==> src/rtl/bitcount_arb_pkg.sv <==
// Shared types and helpers for the bitcount round-robin arbiter.
// Optional watchdog macro used by the top: BITCOUNT_ARB_TIMEOUT_EN.
package bitcount_arb_pkg;

  typedef enum logic [1:0] {
    IDLE   = 2'd0,
    LAUNCH = 2'd1,
    BUSY   = 2'd2,
    RESP   = 2'd3
  } state_t;

  localparam int MAX_REQ = 8;

  function automatic int res_width(input int width);
    return $clog2(width + 1);
  endfunction

  // First set bit at or after ptr, wrapping modulo n; 0 when req is empty.
  function automatic int rr_pick(input logic [MAX_REQ-1:0] req, input int ptr, input int n);
    int win;
    bit found;
    logic [2:0] idx;
    win = 0;
    found = 1'b0;
    for (int i = 0; i < MAX_REQ; i++) begin
      idx = 3'((ptr + i) % n);
      if (i < n && !found && req[idx]) begin
        win = int'(idx);
        found = 1'b1;
      end
    end
    return win;
  endfunction

endpackage

==> src/rtl/bitcount_arbiter_rr_picker.sv <==
// Combinational round-robin picker: winner index and valid from req and pointer.
module rr_picker
  import bitcount_arb_pkg::*;
#(
  parameter int NUM_REQ = 4,
  localparam int IDX_W = $clog2(NUM_REQ)
) (
  input  logic [NUM_REQ-1:0] req,
  input  logic [IDX_W-1:0]   ptr,
  output logic [IDX_W-1:0]   winner,
  output logic               valid
);

  logic [MAX_REQ-1:0] req_ext;

  always_comb begin
    req_ext = '0;
    req_ext[NUM_REQ-1:0] = req;
    winner = IDX_W'(rr_pick(req_ext, int'(ptr), NUM_REQ));
    valid = |req;
  end

endmodule

==> src/rtl/bitcount_arbiter.sv <==
// Round-robin scheduler sharing one iterative bit-count unit among NUM_REQ clients.
// Define BITCOUNT_ARB_TIMEOUT_EN to add a BUSY watchdog that reports resp_err.
module bitcount_arbiter
  import bitcount_arb_pkg::*;
#(
  parameter int NUM_REQ        = 4,
  parameter int WIDTH          = 16,
  parameter int TIMEOUT_CYCLES = 64,
  localparam int RES_W = res_width(WIDTH),
  localparam int IDX_W = $clog2(NUM_REQ)
) (
  input  logic                     clk,
  input  logic                     rst,
  input  logic [NUM_REQ-1:0]       req,
  input  logic [NUM_REQ*WIDTH-1:0] req_data,
  output logic [NUM_REQ-1:0]       grant,
  output logic [NUM_REQ-1:0]       resp_valid,
  output logic [RES_W-1:0]         resp_data,
  output logic                     resp_err,
  output logic                     unit_go,
  output logic [WIDTH-1:0]         unit_in,
  input  logic                     unit_done,
  input  logic [RES_W-1:0]         unit_out
);

  if (NUM_REQ < 2 || NUM_REQ > MAX_REQ || TIMEOUT_CYCLES < 1) begin : g_bad_cfg
    $error("bitcount_arbiter: unsupported parameter combination");
  end

  state_t state, state_next;

  logic [IDX_W-1:0]   ptr;
  logic [IDX_W-1:0]   winner_q;
  logic [IDX_W-1:0]   pick;
  logic               pick_valid;
  logic [WIDTH-1:0]   operand_q;
  logic [WIDTH-1:0]   sel_data;
  logic [RES_W-1:0]   result_q;
  logic               first_busy;
  logic               done_ok;
  logic               timed_out;
  logic [NUM_REQ-1:0] winner_oh;

  rr_picker #(.NUM_REQ(NUM_REQ)) u_picker (
    .req    (req),
    .ptr    (ptr),
    .winner (pick),
    .valid  (pick_valid)
  );

  // The first BUSY cycle may still show done from the previous job.
  assign done_ok = (state == BUSY) && !first_busy && unit_done;

`ifdef BITCOUNT_ARB_TIMEOUT_EN
  localparam int WD_W = $clog2(TIMEOUT_CYCLES + 1);

  logic [WD_W-1:0] wdog;
  logic            err_q;

  assign timed_out = (state == BUSY) && !done_ok && (wdog == WD_W'(TIMEOUT_CYCLES - 1));

  always_ff @(posedge clk) begin
    if (rst) begin
      wdog  <= '0;
      err_q <= 1'b0;
    end else begin
      if (state == LAUNCH) begin
        wdog  <= '0;
        err_q <= 1'b0;
      end else if (state == BUSY) begin
        wdog <= wdog + 1'b1;
      end
      if (timed_out) err_q <= 1'b1;
    end
  end

  assign resp_err = (state == RESP) && err_q;
`else
  assign timed_out = 1'b0;
  assign resp_err  = 1'b0;
`endif

  always_ff @(posedge clk) begin
    if (rst) state <= IDLE;
    else     state <= state_next;
  end

  always_comb begin
    state_next = state;
    case (state)
      IDLE:    if (pick_valid) state_next = LAUNCH;
      LAUNCH:  state_next = BUSY;
      BUSY:    if (done_ok || timed_out) state_next = RESP;
      RESP:    state_next = IDLE;
      default: state_next = state_t'('x);
    endcase
  end

  always_comb begin
    sel_data = '0;
    for (int i = 0; i < NUM_REQ; i++) begin
      if (pick == IDX_W'(i)) sel_data = req_data[i*WIDTH +: WIDTH];
    end
  end

  always_ff @(posedge clk) begin
    if (rst) begin
      ptr        <= '0;
      winner_q   <= '0;
      operand_q  <= '0;
      result_q   <= '0;
      first_busy <= 1'b0;
    end else begin
      case (state)
        IDLE: begin
          if (pick_valid) begin
            winner_q  <= pick;
            operand_q <= sel_data;
          end
        end
        LAUNCH: first_busy <= 1'b1;
        BUSY: begin
          first_busy <= 1'b0;
          if (done_ok)        result_q <= unit_out;
          else if (timed_out) result_q <= '0;
        end
        RESP: ptr <= (winner_q == IDX_W'(NUM_REQ - 1)) ? '0 : winner_q + 1'b1;
        default: ;
      endcase
    end
  end

  always_comb begin
    winner_oh = '0;
    for (int i = 0; i < NUM_REQ; i++) begin
      if (winner_q == IDX_W'(i)) winner_oh[i] = 1'b1;
    end
  end

  assign grant      = (state != IDLE) ? winner_oh : '0;
  assign resp_valid = (state == RESP) ? winner_oh : '0;
  assign resp_data  = (state == RESP) ? result_q : '0;
  assign unit_go    = (state == LAUNCH);
  assign unit_in    = operand_q;

endmodule

==> config.mk <==
export PLATFORM = sky130hd
export DESIGN_NAME = bitcount_arbiter
export DESIGN_NICKNAME = d
export VERILOG_FILES = /design/src/rtl/bitcount_arb_pkg.sv /design/src/rtl/bitcount_arbiter_rr_picker.sv /design/src/rtl/bitcount_arbiter.sv
export SDC_FILE = /design/constraint.sdc
export NUM_CORES = 1
export LEC_CHECK = 0
export ABC_AREA = 1
export ABC_CLOCK_PERIOD_IN_PS = 4680
export CAP_MARGIN = 10
export CORE_MARGIN = 5
export CORE_UTILIZATION = 43
export CTS_CLUSTER_DIAMETER = 30
export DETAILED_ROUTE_END_ITERATION = 8
export MAX_ROUTING_LAYER = met4
export PLACE_DENSITY = 0.86
export SLEW_MARGIN = 20
export SYNTH_ARGS = -nofsm -noshare
export SYNTH_HDL_FRONTEND = slang
export SYNTH_SLANG_ARGS = --single-unit
==> constraint.sdc <==
create_clock -name clk -period 4.68 [get_ports clk]
set_input_delay 0.936 -clock clk [delete_from_list [all_inputs] [get_ports clk]]
set_output_delay 0.936 -clock clk [all_outputs]
set_load 0.01 [all_outputs]
==> results_dict.tcl <==
set metrics [dict create \
    n_antenna_cell 0 \
    fin_crit_sh_pct 68.9 \
    cp_cell_sequence "clkdlybuf4s50_1, inv_1, nand2_1, nand3_2, nand2_1, inv_1, o21ai_1, nand3_1, nand2_2, nand2_1, o21ai_0, inv_1, nand2_1, a21oi_1" \
    arrival_ns 3.36 \
    grt_max_degree 24 \
    clkSinkCount 28 \
    core_um2 4720 \
    row_count 25 \
    start_kind "input port" \
    gr-usage-all-layers_pct 21.1 \
    ctsHoldBuffers 0 \
    skew_ns 0.00291 \
    syn-cell-area_um2 2090 \
    hold_ws_ns 0.470 \
    hp-class "reg -> reg" \
    grtUsageMet1_pct 23.9 \
    ys_warn_count 0 \
    leakage_nw 1.53 \
    drtPass1Iterations 4 \
    grt_pass1_vias 2305 \
    grt-ovfl-total 0 \
    worstSetupEndpointType "flop" \
    ys_ff_latch 28 \
    met3_usage_pct 4.18 \
    hold_violations 0 \
    slew-limit-headroom_pct 40.3 \
    cts_tree "built" \
    die_h_um 79.7 \
    synthCells 351 \
    worstPathBufferInverterCount 4 \
    cpPeakStageDelay_ns 0.56 \
    crit_top_cell "nand2_1" \
    dieArea_um2 6350 \
    numCtsBuffers 3 \
    cts-root-buf "clkbuf_8" \
    place_hpwl_mm 5.16 \
    start_util_pct 44.2 \
    crit_type "in -> reg" \
    h-tree-depth 1 \
    crit_required_ns 4.81 \
    rsz0062_at_grt "false" \
    synth-edff-count 0 \
    slew_viol_final 0 \
    run_status "complete, no violations" \
    finalSetupViolCount 0 \
    grtUsageMet2_pct 37.7 \
    ant_nets 0 \
    worst_path_max_delay_cell "clkdlybuf4s50_1" \
    ys.flop_type "dfxtp_1" \
    routedWlPerCell_um 12.5 \
    p_per_area_nw_per_um2 513 \
    yosys.cell_types.count 26 \
    layout-drive-gt1-share_pct 4.50 \
    post_cts_buffers 0 \
    power_mw 1.64 \
    syn_area_per_cell_um2 5.95 \
    grt_antenna_before_repair 0 \
    postLayoutCoreUtil_pct 67.7 \
    worst_pin_slew_ns 0.892 \
    grt_pass1_wl_mm 10.4 \
    insertion_delay_ns 0.27 \
    cap_violations 0 \
    die_w_um 79.7 \
    syn_to_final_growth_pct 53.1 \
    place.gp.congestion 0.910 \
    io_buffers 105 \
    setup_tns_ns 0 \
    vias 2448 \
    layout_min_cycle_time_ns 3.23 \
    path_clk_slew_ns 0.10 \
    ctsResizeCount 0 \
    synth-seq-area-share_pct 26.8 \
    remaining_drc_errors 0 \
    initialDrtViolationCount 94 \
    vias_per_cell 4.79 \
    async_reset_ff_share_pct 0 \
    routed_wl_mm 6.41 \
    irDropWorstVdd_mv 0.322 \
    cpLargestDelayFamily "simple AND/OR/NAND/NOR gates" \
    clockBufferDepth 2 \
    top_usage_layer "met2" \
    timing.fmax_mhz 310 \
    io_pins 107 \
    post-place-ws_ns 1.21 \
    nets 529 \
    setup_ws_ns 1.45 \
    syn_nets 435 \
    worstPathMaxFanout 21 \
]
-- worst register-to-register path, stage by stage, from the launching register on --
cell     delay [ns]
dfxtp_1        0.62
inv_2          0.19
nand2_1        0.15
nand3_2        0.09
nand2_1        0.15
inv_1          0.09
o21ai_1        0.08
nand3_1        0.10
nand2_2        0.35
nand2_1        0.36
o21ai_0        0.25
inv_1          0.06
nand2_1        0.08
a21oi_1        0.07
-- flip-flops by register name, indices dropped and copies added (netlist names) --
| name | flops |
|---|---|
| unit_in | 16 |
| first_busy | 1 |
| ptr | 2 |
| state | 2 |
| result_q | 5 |
| winner_q | 2 |
-- report_power, final --
part | internal (mW) | switching [mW] | total, mW
Combinational | 0.437 | 0.613 | 1.05
Clock | 0.115 | 0.0760 | 0.191
Sequential | 0.336 | 0.0638 | 0.400
-- cells by family after synthesis --
kind of cell             share of synthesized area, %
AND/OR/NAND/NOR                                  37.7
other                                           0.180
adder cells (fa/ha/maj)                          4.79
flip-flops                                       26.8
buffers and inverters                            14.3
AO/OA/AOI/OAI                                    16.1
-- Yosys cell counts, types with 3 or more instances --
cell type	n	share of area, %
clkbuf_1	8	1.4
nand2_2	5	1.5
nand3_1	28	6.7
dfxtp_1	28	27
buf_6	3	1.6
buf_4	3	1.1
o21ai_0	37	8.9
inv_2	3	0.54
nand2_1	117	21
o21ai_1	3	0.72
inv_1	51	9.2
nor2_1	19	3.4
ha_1	8	4.8
a21oi_1	23	5.5
-- through the flow --
step	cells	cell area [um^2]
after floorplan	351	2090
after global placement	507	3130
after detailed placement	507	3130
after CTS	511	3200
after global routing	511	3200
final	511	3200
-- layout by cell type (no fill, tap or decap) --
| cell | instances |
|---|---|
| nor4_1 | 1 |
| nand3_1 | 28 |
| bufinv_16 | 1 |
| inv_1 | 51 |
| nand4_2 | 1 |
| nor2_2 | 1 |
| a21oi_1 | 23 |
| nand2_2 | 5 |
| nor2_8 | 1 |
| nand3_2 | 2 |
| nand4_1 | 2 |
| dfxtp_1 | 28 |
| clkbuf_8 | 3 |
| nand2_1 | 117 |
| inv_2 | 3 |
| o21ai_0 | 37 |
| nand3_4 | 1 |
| a31oi_2 | 1 |
| conb_1 | 1 |
| nor2_4 | 1 |
| clkdlybuf4s50_1 | 105 |
| a221oi_1 | 1 |
| nor2_1 | 19 |
| o21ai_1 | 3 |
| ha_1 | 8 |
-- cell type report --
class	instances	area, um^2
repair buffers	105	1050
fillers	412	1530
inverters	54	203
multi-input cells	253	1230
flip-flops and latches	28	561
clock buffers	3	41.3
clock inverters	1	30.0
well taps	67	83.8
-- layer usage --
| metal | routed length, um | part of all wire (%) |
|---|---|---|
| met1 | 2630 | 41 |
| met2 | 3290 | 51 |
| met3 | 378 | 5.9 |
| met4 | 104 | 1.6 |
| met5 | 0 | 0 |
-- final timing paths --
check | slack [ns] | to | cells past startpoint | start
max | 1.45 | unit_in[8] | 14 | req[0]
min | 0.47 | unit_in[10] | 2 | unit_in[10]
max reg2reg | 1.91 | unit_in[8] | 13 | ptr[0]
min reg2reg | 0.47 | unit_in[10] | 2 | unit_in[10]
No activity file was read; power rests on OpenSTA's default activity.
